## src/rtl/nmul_arb_pkg.sv

```systemverilog
// Shared types and helpers for the round-robin multiplier arbiter.
// Holds FSM encoding, id width helper and the rotating priority picker.
package nmul_arb_pkg;

  typedef enum logic {
    IDLE = 1'b0,
    BUSY = 1'b1
  } state_e;

  // Picker is written for up to RR_MAX requesters; callers zero-extend.
  localparam int RR_MAX = 32;
  localparam int RR_IDW = 5;

  typedef struct packed {
    logic              vld;
    logic [RR_IDW-1:0] idx;
  } rr_pick_t;

  function automatic int id_width(input int n);
    return (n > 1) ? $clog2(n) : 1;
  endfunction

  // First set bit scanning last+1, last+2, ... wrapping at n.
  function automatic rr_pick_t rr_pick(input logic [RR_MAX-1:0] req,
                                       input int n,
                                       input int last);
    rr_pick_t pick;
    int       idx;
    pick = '0;
    for (int k = 1; k <= RR_MAX; k++) begin
      if (k <= n) begin
        idx = last + k;
        if (idx >= n) idx = idx - n;
        if (!pick.vld && req[idx[RR_IDW-1:0]]) begin
          pick.vld = 1'b1;
          pick.idx = idx[RR_IDW-1:0];
        end
      end
    end
    return pick;
  endfunction

endpackage

```

## src/rtl/nmul_stage.sv

```systemverilog
// Registered unsigned Nsize x Nsize multiply, one cycle latency when en is high.
// Product holds its value while en is low; no backpressure.
module nmul_stage #(
  parameter int Nsize = 16
) (
  input  logic               Clk,
  input  logic               Clr,
  input  logic               en,
  input  logic [Nsize-1:0]   a,
  input  logic [Nsize-1:0]   b,
  output logic [2*Nsize-1:0] p
);

  localparam int PW = 2 * Nsize;

  always_ff @(posedge Clk) begin
    if (Clr) begin
      p <= '0;
    end else if (en) begin
      p <= PW'(a) * PW'(b);
    end
  end

endmodule

```

## src/rtl/nmul_rr_arbiter.sv

```systemverilog
// Round-robin sequencer sharing one registered multiplier among NREQ clients.
// Grant-to-result 2 edges, one op per 2 cycles; requests are ignored while BUSY.
module nmul_rr_arbiter
  import nmul_arb_pkg::*;
#(
  parameter int Nsize = 16,
  parameter int NREQ  = 4,
  parameter int CntW  = 16
) (
  input  logic                        Clk,
  input  logic                        Clr,
  input  logic [NREQ-1:0]             Req,
  input  logic [NREQ*Nsize-1:0]       A,
  input  logic [NREQ*Nsize-1:0]       B,
  output logic [NREQ-1:0]             Gnt,
  output logic [2*Nsize-1:0]          R,
  output logic                        RValid,
  output logic [id_width(NREQ)-1:0]   RId,
  output logic                        Busy,
  output logic [CntW-1:0]             OpCount
);

  localparam int IdW = id_width(NREQ);

  state_e           state_q, state_d;
  rr_pick_t         pick;
  logic [IdW-1:0]   win_idx;
  logic [IdW-1:0]   last_q;
  logic [IdW-1:0]   id_q;
  logic [Nsize-1:0] op_a, op_b;
  logic             grant;
  logic             fire;
  logic [NREQ-1:0]  gnt_d;

  assign pick    = rr_pick(RR_MAX'(Req), NREQ, int'(last_q));
  assign win_idx = IdW'(pick.idx);

  always_ff @(posedge Clk) begin
    if (Clr) state_q <= IDLE;
    else     state_q <= state_d;
  end

  always_comb begin
    state_d = state_q;
    case (state_q)
      IDLE:    if (pick.vld) state_d = BUSY;
      BUSY:    state_d = IDLE;
      default: state_d = IDLE;
    endcase
  end

  always_comb begin
    grant = (state_q == IDLE) && pick.vld;
    fire  = (state_q == BUSY);
    gnt_d = grant ? (NREQ'(1) << win_idx) : '0;
  end

  // Operands are latched at grant so clients may change A/B while BUSY.
  always_ff @(posedge Clk) begin
    if (Clr) begin
      Gnt     <= '0;
      RValid  <= 1'b0;
      RId     <= '0;
      OpCount <= '0;
      last_q  <= IdW'(NREQ - 1);
      id_q    <= '0;
      op_a    <= '0;
      op_b    <= '0;
    end else begin
      Gnt    <= gnt_d;
      RValid <= fire;
      if (grant) begin
        op_a   <= A[win_idx*Nsize +: Nsize];
        op_b   <= B[win_idx*Nsize +: Nsize];
        id_q   <= win_idx;
        last_q <= win_idx;
      end
      if (fire) begin
        RId     <= id_q;
        OpCount <= OpCount + CntW'(1);
      end
    end
  end

  assign Busy = (state_q == BUSY);

  nmul_stage #(.Nsize(Nsize)) u_mul (
    .Clk (Clk),
    .Clr (Clr),
    .en  (fire),
    .a   (op_a),
    .b   (op_b),
    .p   (R)
  );

endmodule

```

## config.mk

```make
export PLATFORM = sky130hd
export DESIGN_NAME = nmul_rr_arbiter
export DESIGN_NICKNAME = d
export VERILOG_FILES = /design/src/rtl/nmul_arb_pkg.sv /design/src/rtl/nmul_stage.sv /design/src/rtl/nmul_rr_arbiter.sv
export SDC_FILE = /design/constraint.sdc
export NUM_CORES = 1
export LEC_CHECK = 0
export CORE_MARGIN = 5
export CORE_UTILIZATION = 38
export DETAILED_ROUTE_END_ITERATION = 6
export HOLD_SLACK_MARGIN = 0.15
export SKIP_CTS_REPAIR_TIMING = 1
export SYNTH_ARGS = -nofsm -noshare
export SYNTH_HDL_FRONTEND = slang
export SYNTH_SLANG_ARGS = --single-unit
export TNS_END_PERCENT = 1
```

## constraint.sdc

```tcl
create_clock -name Clk -period 14.1 [get_ports Clk]
set_input_delay 2.82 -clock Clk [delete_from_list [all_inputs] [get_ports Clk]]
set_output_delay 2.82 -clock Clk [all_outputs]
set_load 0.05 [all_outputs]
```

; ---- After elaboration in Yosys (flattened, before gate mapping)
; Index checks and enable logic that the tools add are counted.
[op_classes]
shift = 3
muxes = 18
addsub = 9
mul = 1
order_cmp = 8
n_reduce_logical = 8
n_bitwise = 2
[ops]
columns = cell, n
row1 = indexed part select 64 x 7 -> 16 bit, 2
row2 = multiplier 16 x 16 -> 32 bit, 1
row3 = less-than comparator 5 x 6 -> 1 bit (second input constant), 4
row4 = two-way mux 6 bit, 4
row5 = binary-select mux 1 bit (select 5 bit), 4
row6 = two-way mux 5 bit, 4
row7 = adder 16 x 1 -> 16 bit (second input constant), 1
row8 = subtractor 3 x 3 -> 4 bit (second input constant), 3
row9 = >= comparator 3 bit (second input constant), 3
row10 = adder 2 x 2 -> 3 bit (second input constant), 2
row11 = two-way mux 1 bit, 5
row12 = subtractor 4 x 3 -> 5 bit (second input constant), 1
row13 = adder 2 x 3 -> 4 bit (second input constant), 1
row14 = >= comparator 4 x 3 -> 1 bit (second input constant), 1
row15 = logical AND 1 bit, 4
row16 = << shifter 1 x 2 -> 4 bit (first input constant), 1
row17 = adder 2 x 1 -> 3 bit (second input constant), 1
row18 = logical NOT 1 bit, 3
row19 = NOT 1 bit, 2
row20 = case mux 1 bit (2 select lines), 1
row21 = OR reduction 2 bit, 1
[word_totals]
inputBits = 134
wordCells = 59
output_inout_bits = 56
regBits = 92

; ---- Longest topological paths before layout
[logic_depth]
depth_word = 18
mapped_depth = 23
ltp_nobuf = 22

; ---- Cells and area by module
; Synthesis repeated with hierarchy kept, for this count alone.
[unflattened]
cells_unflattened = 1877
hier_area_um2 = 15020.7
[modules_own_cells]
columns = mod, seq_area_each_um2, cells_per_inst, area_each_um2, instances
row1 = nmul_stage, 640.6, 1106, 9649.3, 1
row2 = nmul_rr_arbiter, 1201.2, 771, 5371.4, 1

; ---- Least setup slack after synthesis
; No wires, ideal clock.
[synth_path]
path_kind = register to register
from = reg op_b[9]
to = reg u_mul.p[31]
synth_period_minus_slack_ns = 6.288
slack_ns = 7.812
arrival_time_ns = 6.201
path_buffers = 2
t_required_ns = 14.014
path_stages_with_launch = 22
cell_sequence = dfxtp_1 -> clkbuf_1 -> clkbuf_1 -> nand2_1 -> fa_1 -> inv_1 -> fa_1 -> fa_1 -> fa_1 -> fa_1 -> inv_1 -> fa_1 -> inv_1 -> ha_1 -> a21o_1 -> a221o_1 -> a32oi_2 -> nand4b_2 -> a41o_1 -> a21o_1 -> a21o_1 -> a221oi_2
[synth_via]
elab_chain_len = 1
[synth_lines]
columns = item, line
row1 = from (decl), nmul_rr_arbiter.sv:30  ; logic [Nsize-1:0] op_a, op_b;
row2 = from (signal assigned), nmul_rr_arbiter.sv:74  ; op_b <= B[win_idx*Nsize +: Nsize];
row3 = multiplier 16 x 16 -> 32 bit, nmul_stage.sv:20  ; p <= PW'(a) * PW'(b);
row4 = to (signal assigned), nmul_stage.sv:20
row5 = to (decl), nmul_stage.sv:11  ; output logic [2*Nsize-1:0] p
; Every way passes these cells.
; A chain may end at the register's enable or synchronous reset.

; ---- Worst setup path in the final report
[layout_path]
from = reg op_b[10]
to = reg u_mul.p[31]
; Same word-level chain as after synthesis.

==> run metrics <==
clk sinks=92; Synth-to-Final Area Change=19.6%; R2R Setup Slk=7320 ps; RSZ-0062 raised after global routing=false; cell repeated most along the worst path=fa_1; post-DR wirelength/cell=16.9 microns; Overall Global Routing Usage=18.4%; drt drc=0; Clock Latency Late Sink=370 ps; cell family with most CP delay=adder cells; Synth Area in Adders=41.4%; first-pass GRT wire length=54,400 microns; leakage power=0.00718 uW; Worst-path clk slew=90 ps; CTS max path bufs=2; CORE AREA=33,300 sq um; CP Cell Sequence=nand2_1 > fa_1 > inv_1 > fa_1 > fa_1 > fa_1 > fa_1 > inv_1 > fa_1 > inv_1 > ha_1 > a21o_1 > a221o_1 > a32oi_2 > nand4b_2 > a41o_1 > a21o_1 > a21o_1 > a221oi_2; DRT Pass-1 Iters=4; max-slew violations=0; Routed WL=33,900 microns; leading cell type in the layout, fill and taps excluded=inv_1; Avg Inst Size Synth=8.95 sq um; Crit Path Max Fanout=17; Starting Density=38.2%; Levels on crit path=19; Detail Route Antenna Nets=0; Compound-Gate Fraction of Synth Area=8.03%; Simple-Gate Fraction of Synth Area=17.4%; fraction of layout instances using a drive strength above 1=2.44%; Tcrit/Tclk final=48.1%; final hold slack=473 ps; Setup TNS=0 ps; GPL Wtd Cong=0.858; Reg2Reg Depth=19; post-synthesis instance total=1,419; hold crit path type=register to register; grt ovf=0; Most used DFF post-synth=dfxtp_1; mux cell area share after synthesis=7.10%; yosys warns=0; FFs w/ async S/R, synth=0%; Ant. Diodes=0; Worst Setup SP=op_b[10]; boundary pin count=190; Slew @ Worst Pin=1300 ps; register bit total from synthesis=92; Worst Path Buf+Inv=3; r2r startpoint=op_b[10]; die area=37,200 sq um; Hold Violations, Final=0; crit-path max cell delay=840 ps; H-Tree Level Count=3; initial antenna violation count=0; CP endpoint=u_mul.p[31]; run status=finished clean; critical path launch point type=register; die extent in y=193 microns; setup violators final=0; main combinational cell family by area after synthesis=adder cells; FF-to-FF End=u_mul.p[31]; max_cap viols=0; vias=10,200; clk root buf=clkbuf_16; number of CTS-inserted buffers=9; Starting DRT DRC Count=469; Post-DP HPWL=27,400 microns; Post-synth EDFFs=0; Critical-path top delay cell=dfxtp_1; peak supply drop=0.176 mV; FP Rows=67; required time of the worst setup path=14,380 ps; Fmax=0.147 GHz; share of the yosys chip area belonging to registers=14.5%; DR vias/cell=5.09; CP Capture Type=register; largest net degree at the start of global routing=58; slew margin rel.=13.1%; Critical Path AT=7070 ps; CTS tree=done; clock skew=17.6 ps; Netlist cell types=63; Die Width=193 microns; Crit Path Class=register to register; commonest non-fill, non-tap cells in the layout=inv_1 (227), nand2_1 (212), fa_1 (194), clkdlybuf4s50_1 (188), and2_1 (116); buffers added on ports=189; vias in the first global route=10,600; Tmin final=6780 ps; nets=1,991; Syn Nets=1,857; Pwr Density=179 nW/um^2; Syn Std Cell Area=12,700 sq um; xor and xnor fraction of the mapped netlist area=2.21%
-- cell usage after synthesis (9+ instances only) --
| cell type | instances | area share, % |
|---|---|---|
| nor2b_1 | 9 | 0.44 |
| nand2_1 | 212 | 6.3 |
| nor2_1 | 52 | 1.5 |
| ha_1 | 110 | 11 |
| xnor2_1 | 17 | 1.2 |
| o221ai_1 | 34 | 2.3 |
| nor3_1 | 11 | 0.43 |
| inv_1 | 227 | 6.7 |
| o21ai_0 | 23 | 0.91 |
| a21oi_1 | 34 | 1.3 |
| buf_2 | 12 | 0.47 |
| dfxtp_1 | 92 | 15 |
| clkbuf_1 | 51 | 1.5 |
| fa_1 | 194 | 31 |
| xor2_1 | 15 | 1.0 |
| a21o_1 | 10 | 0.59 |
| mux2i_1 | 89 | 7.0 |
| nand3_1 | 16 | 0.63 |
| and2_1 | 116 | 5.7 |
-- registers in the layout, summed over array words and instances, names as in the netlist --
| name | cells |
|---|---|
| OpCount | 16 |
| RValid | 1 |
| last_q | 2 |
| RId | 2 |
| id_q | 2 |
| Busy | 1 |
| op_b | 16 |
| Gnt | 4 |
| u_mul.p | 32 |
| op_a | 16 |
-- worst min-delay path: cells and delay by family (launching register included) --
| kind | cells | cell delay (ps) |
|---|---|---|
| AOI/OAI and AO/OA | 1 | 60 |
| DFF | 1 | 320 |
| and+or+nand+nor | 1 | 50 |
-- cell families after synthesis --
family                   Yosys count
multiplexers                      90
flip-flops                        92
buffers and inverters            298
adder cells (fa/ha/maj)          304
XOR/XNOR                          32
AO/OA/AOI/OAI                    144
AND/OR/NAND/NOR                  459
-- metrics by stage --
stage               instance area [sq um]  setup slack (ps)  total power (uW)  cells  utilization (%)
global route                        15200              6960              2990   2006             45.6
floorplan                           12700              7810              1950   1419                -
finish                              15200              7320              2710   2006             45.6
detailed placement                  14900              7350              2480   1990             44.7
CTS                                 15200              7320              2760   2006             45.6
global placement                    14900              7450              2460   1990             44.7
-- where the power goes --
| part | switching [uW] | total [uW] | internal (uW) |
|---|---|---|---|
| Clock | 132 | 260 | 128 |
| Sequential | 184 | 517 | 333 |
| Combinational | 1120 | 1940 | 817 |
| Total | 1430 | 2710 | 1280 |
-- cell type report --
class	instances	area (sq um)
clock buffers	9	225
fillers	3296	18100
well taps	448	561
multi-input cells	1029	9690
clock inverters	7	91.3
inverters	227	852
repair buffers	194	1920
flip-flops and latches	92	1840
-- how the worst min path moves through the flow --
stage / from / endpoint / slack (ps) / cells after the start
global route: u_mul.p[0] / u_mul.p[0] / 520 / 2
CTS: u_mul.p[0] / u_mul.p[0] / 480 / 2
global placement: id_q[1] / id_q[1] / 450 / 2
floorplan: id_q[1] / id_q[1] / 440 / 2
finish: id_q[1] / id_q[1] / 470 / 2
detailed placement: u_mul.p[0] / u_mul.p[0] / 460 / 2
-- routing by layer --
metal,GRT usage (%),wire length (microns),vias to the layer above
met5,0,0,-
met4,4.50,594,0
met3,2.13,1180,44
met2,34.4,18800,220
met1,22.4,13300,5153
li1,-,-,4785
Note: power is estimated with default switching activity, not from simulation.
==> RTL change 1, RTL diff (config.mk and constraints unchanged) <==
`NREQ`: 4 -> 6.
--- a/src/rtl/nmul_rr_arbiter.sv
+++ b/src/rtl/nmul_rr_arbiter.sv
@@ -6,3 +6,3 @@
   parameter int Nsize = 16,
-  parameter int NREQ  = 4,
+  parameter int NREQ  = 6,
   parameter int CntW  = 16
Ports: changed (5 resized); port bits go from 190 to 259. The function was not compared with the original's and may differ.
==> RTL change 1 against the unedited design <==
- wire length up 28%
- critical path type is now in2reg
- setup slack worse by 0.18 ns
- combinational power increased by 69%
- core utilization up 0.92 points
- power increased by 51%
- synthesized area increased by 16%
- cell area is 18% higher
- sequential cell count is 4 higher
- clock skew is 0.0071 ns lower
- critical endpoint is now op_a[4]
==> RTL change 1: results (changes against the unedited design) <==
fin crit share - 49.4% (+1.3 points)
FFs & Latches - 96 (+4.3%)
Clock buf/inv share - 1.78% (-0.31 points)
status - finished clean
placed wire-length estimate - 33,600 um (+23%)
Worst Reg-to-Reg Cells - 22 (+3)
CP top delay family - buffers and inverters
overall routing resource usage - 20.4% (+2.0 points)
peak supply drop - 208 uV (+18%)
gpl congestion - 0.853 (-0.64%)
R2R setup slack - 7.15 ns (-0.17 ns)
Compound-Gate Fraction of Synth Area - 9.88% (+1.9 points)
DR WL met3 - 4020 um (+240%)
slowest CP cell - buf_4
GR Layer Usage met1 - 28.1% (+5.7 points)
register area - 1920 um^2 (+4.3%)
Iter 0 DRT Violations - 610 (+30%)
#MultiIn Comb - 1,194 (+16%)
WL met1 - 19,700 um (+48%)
launch point of the worst path - Req[2]
max incr delay on CP - 0.73 ns (-0.11 ns)
GRT met2 Usage - 32.8% (-1.6 points)
Multi-input gate area - 11,500 um^2 (+18%)
Worst R2R Start - op_a[9]
bufs w/o clock - 267 (+38%)
post-synthesis mux area share - 11.9% (+4.8 points)
pre-CTS setup slack - 6.80 ns (-0.542 ns)
met3 usage - 5.23% (+3.1 points)
Worst Skew - 0.0105 ns (-0.00714 ns)
Synth Area in Adders - 36.6% (-4.8 points)
Pleak - 8.32 nW (+16%)
clock transition at the registers of the reported paths - 0.07 ns (-0.02 ns)
end of the critical path - op_a[4]
PortBufs - 258 (+37%)
XOR/XNOR share of the synthesized area - 2.67% (+0.47 points)
critical path arrival - 7.25 ns (+0.18 ns)
RTL change 1: cell types whose count changed in the layout (fill, tap and decap cells not counted), moves of 11 or more:
cell,delta
nor2_1,+11
inv_1,+22
o221ai_1,-28
ha_1,+11
and2_1,+11
clkdlybuf4s50_1,+69
mux2i_1,+39
o221ai_2,+27
mux2_2,+34
RTL change 1: power by group:
group | internal [mW] | leakage, nW | switching [mW]
clock network | 0.155 | 0.152 | 0.116
registers | 0.353 | 0.785 | 0.205
logic | 1.46 | 7.38 | 1.82
RTL change 1: worst min path at each step:
stage          cells past startpoint           to  slack, ns
6_report                           2  u_mul.p[17]       0.47
5_1_grt                            2  u_mul.p[17]       0.50
4_1_cts                            2  u_mul.p[17]       0.49
3_5_place_dp                       2   u_mul.p[0]       0.47
3_3_place_gp                       2  u_mul.p[17]       0.46
2_1_floorplan                      2      id_q[2]       0.42
RTL change 1: through the flow:
step           power (mW)  cell area, um^2  hold WS [ns]  cells  util [%]
2_1_floorplan        3.11            14700         0.422   1620         -
3_5_place_dp         3.83            17600         0.467   2326      45.7
4_1_cts              4.15            17900         0.485   2342      46.5
3_3_place_gp         3.81            17600         0.458   2326      45.7
6_report             4.10            17900         0.474   2342      46.5
5_1_grt              4.47            17900         0.502   2342      46.5
RTL change 1: worst register-to-register path, stage by stage (launching register included):
cell and delay [ns]:
dfxtp_1 0.89, nand2_1 0.18, fa_1 0.52, fa_1 0.55, inv_1 0.06, fa_1 0.51
inv_1 0.06, fa_1 0.53, inv_1 0.05, fa_1 0.48, inv_1 0.05, fa_1 0.48
inv_1 0.04, ha_1 0.19, or3_1 0.33, or2_2 0.33, a41oi_1 0.25, a21oi_1 0.16
a41oi_1 0.35, a21oi_1 0.14, a41oi_1 0.27, mux2i_1 0.21, o311ai_0 0.16
==> RTL change 2, RTL diff (same settings) <==
Made on the original files. Register the output `OpCount` once more; this adds one clock of latency there. The other outputs are not delayed to match.
--- a/src/rtl/nmul_rr_arbiter.sv
+++ b/src/rtl/nmul_rr_arbiter.sv
@@ -23,2 +23,4 @@
   localparam int IdW = id_width(NREQ);
+
+  logic [CntW-1:0] OpCount_s0;
 
@@ -63,3 +65,3 @@
       RId     <= '0;
-      OpCount <= '0;
+      OpCount_s0 <= '0;
       last_q  <= IdW'(NREQ - 1);
@@ -79,3 +81,3 @@
         RId     <= id_q;
-        OpCount <= OpCount + CntW'(1);
+        OpCount_s0 <= OpCount_s0 + CntW'(1);
       end
@@ -95,2 +97,6 @@
 
+  always_ff @(posedge Clk) begin
+    OpCount <= OpCount_s0;
+  end
+
 endmodule
Behaviour: not the same (Yosys sat finds a counterexample within 4 cycles, from zero or initial values).
==> RTL change 2 against the unedited design <==
- setup slack better by 0.0070 ns
- synthesized area is 7.3% higher
- cell area is 5.6% higher
- clock skew is 0.0064 ns lower
- sequential cell count is 16 higher
- wire length is 4.4% higher
Power is left out: the tool's default activity adds up to more than one toggle a clock period on the data nets, which glitch-free logic cannot reach.
==> RTL change 2: results (changes against the unedited design) <==
bufs w/o clock - 193 (-0.52%)
Layout non-clock buf frac - 12.0% (-0.70 points)
pre-CTS setup slack - 7.35 ns (+0.00517 ns)
Worst Skew - 0.0112 ns (-0.00643 ns)
Multi-input gate area - 10,200 um^2 (+5.4%)
R2R Path End - u_mul.p[27]
global-route wire length before repair - 56,000 um (+3.0%)
placed wire-length estimate - 28,900 um (+5.7%)
Initial DRT Pass Iterations - 5 (+1)
launch point of the worst path - op_a[6]
critical path arrival - 7.06 ns (about the same)
XOR/XNOR share of the synthesized area - 2.12% (-0.087 points)
max incr delay on CP - 0.77 ns (-0.07 ns)
Final Net Count - 2,004 (+0.65%)
overall routing resource usage - 17.8% (-0.55 points)
top post-synthesis cells by count - 224 x inv_1, 194 x fa_1, 171 x nand2_1
layout cells sized above 1 - 8.02% (+5.6 points)
Rows - 69 (+3.0%)
Syn Nets - 1,879 (+1.2%)
Synth Instances - 1,441 (+1.6%)
post-synthesis mux area share - 7.81% (+0.71 points)
placed inst area - 15,700 um^2 (+5.8%)
status - finished clean
vias per cell - 5.07 (-0.23%)
fin crit share - 48.1% (-0.050 points)
Final Util - 45.2% (-0.45 points)
Worst-Margin Slew - 1.16 ns (-0.147 ns)
Netlist cell types - 60 (-4.8%)
Iter 0 DRT Violations - 539 (+15%)
Fillers - 3,445 (+4.5%)
final WL - 35,400 um (+4.4%)
Seq/Total Area, Yosys - 15.9% (+1.4 points)
Compound-Gate Fraction of Synth Area - 11.5% (+3.4 points)
Clock buf/inv share - 1.90% (-0.18 points)
via count of the first global-routing pass - 10,700 (+0.81%)
RTL change 2: changes by cell type after synthesis, moves of 16 or more:
cell	delta
nand2_1	-41
mux2i_1	-37
o221ai_1	-34
mux2_4	+31
a211oi_2	+27
o22ai_2	+27
a21o_1	+16
dfxtp_1	+16
RTL change 2: how the worst min path moves through the flow:
stage,slack (ns),depth (start not counted),end,startpoint
after global placement,0.36,0,OpCount[15],OpCount_s0[15]
after floorplan,0.35,0,OpCount[15],OpCount_s0[15]
after detailed placement,0.36,0,OpCount[15],OpCount_s0[15]
after CTS,0.37,0,OpCount[15],OpCount_s0[15]
after global routing,0.38,0,OpCount[15],OpCount_s0[15]
final,0.37,0,OpCount[15],OpCount_s0[15]
RTL change 2: layer usage:
metal | vias up | part of all wire [%] | GRT usage [%]
met2 | 201 | 54 | 32.3
met5 | - | 0 | 0
li1 | 4863 | - | -
met3 | 41 | 2.7 | 1.72
met1 | 5205 | 40 | 22.5
met4 | 0 | 2.5 | 5.51
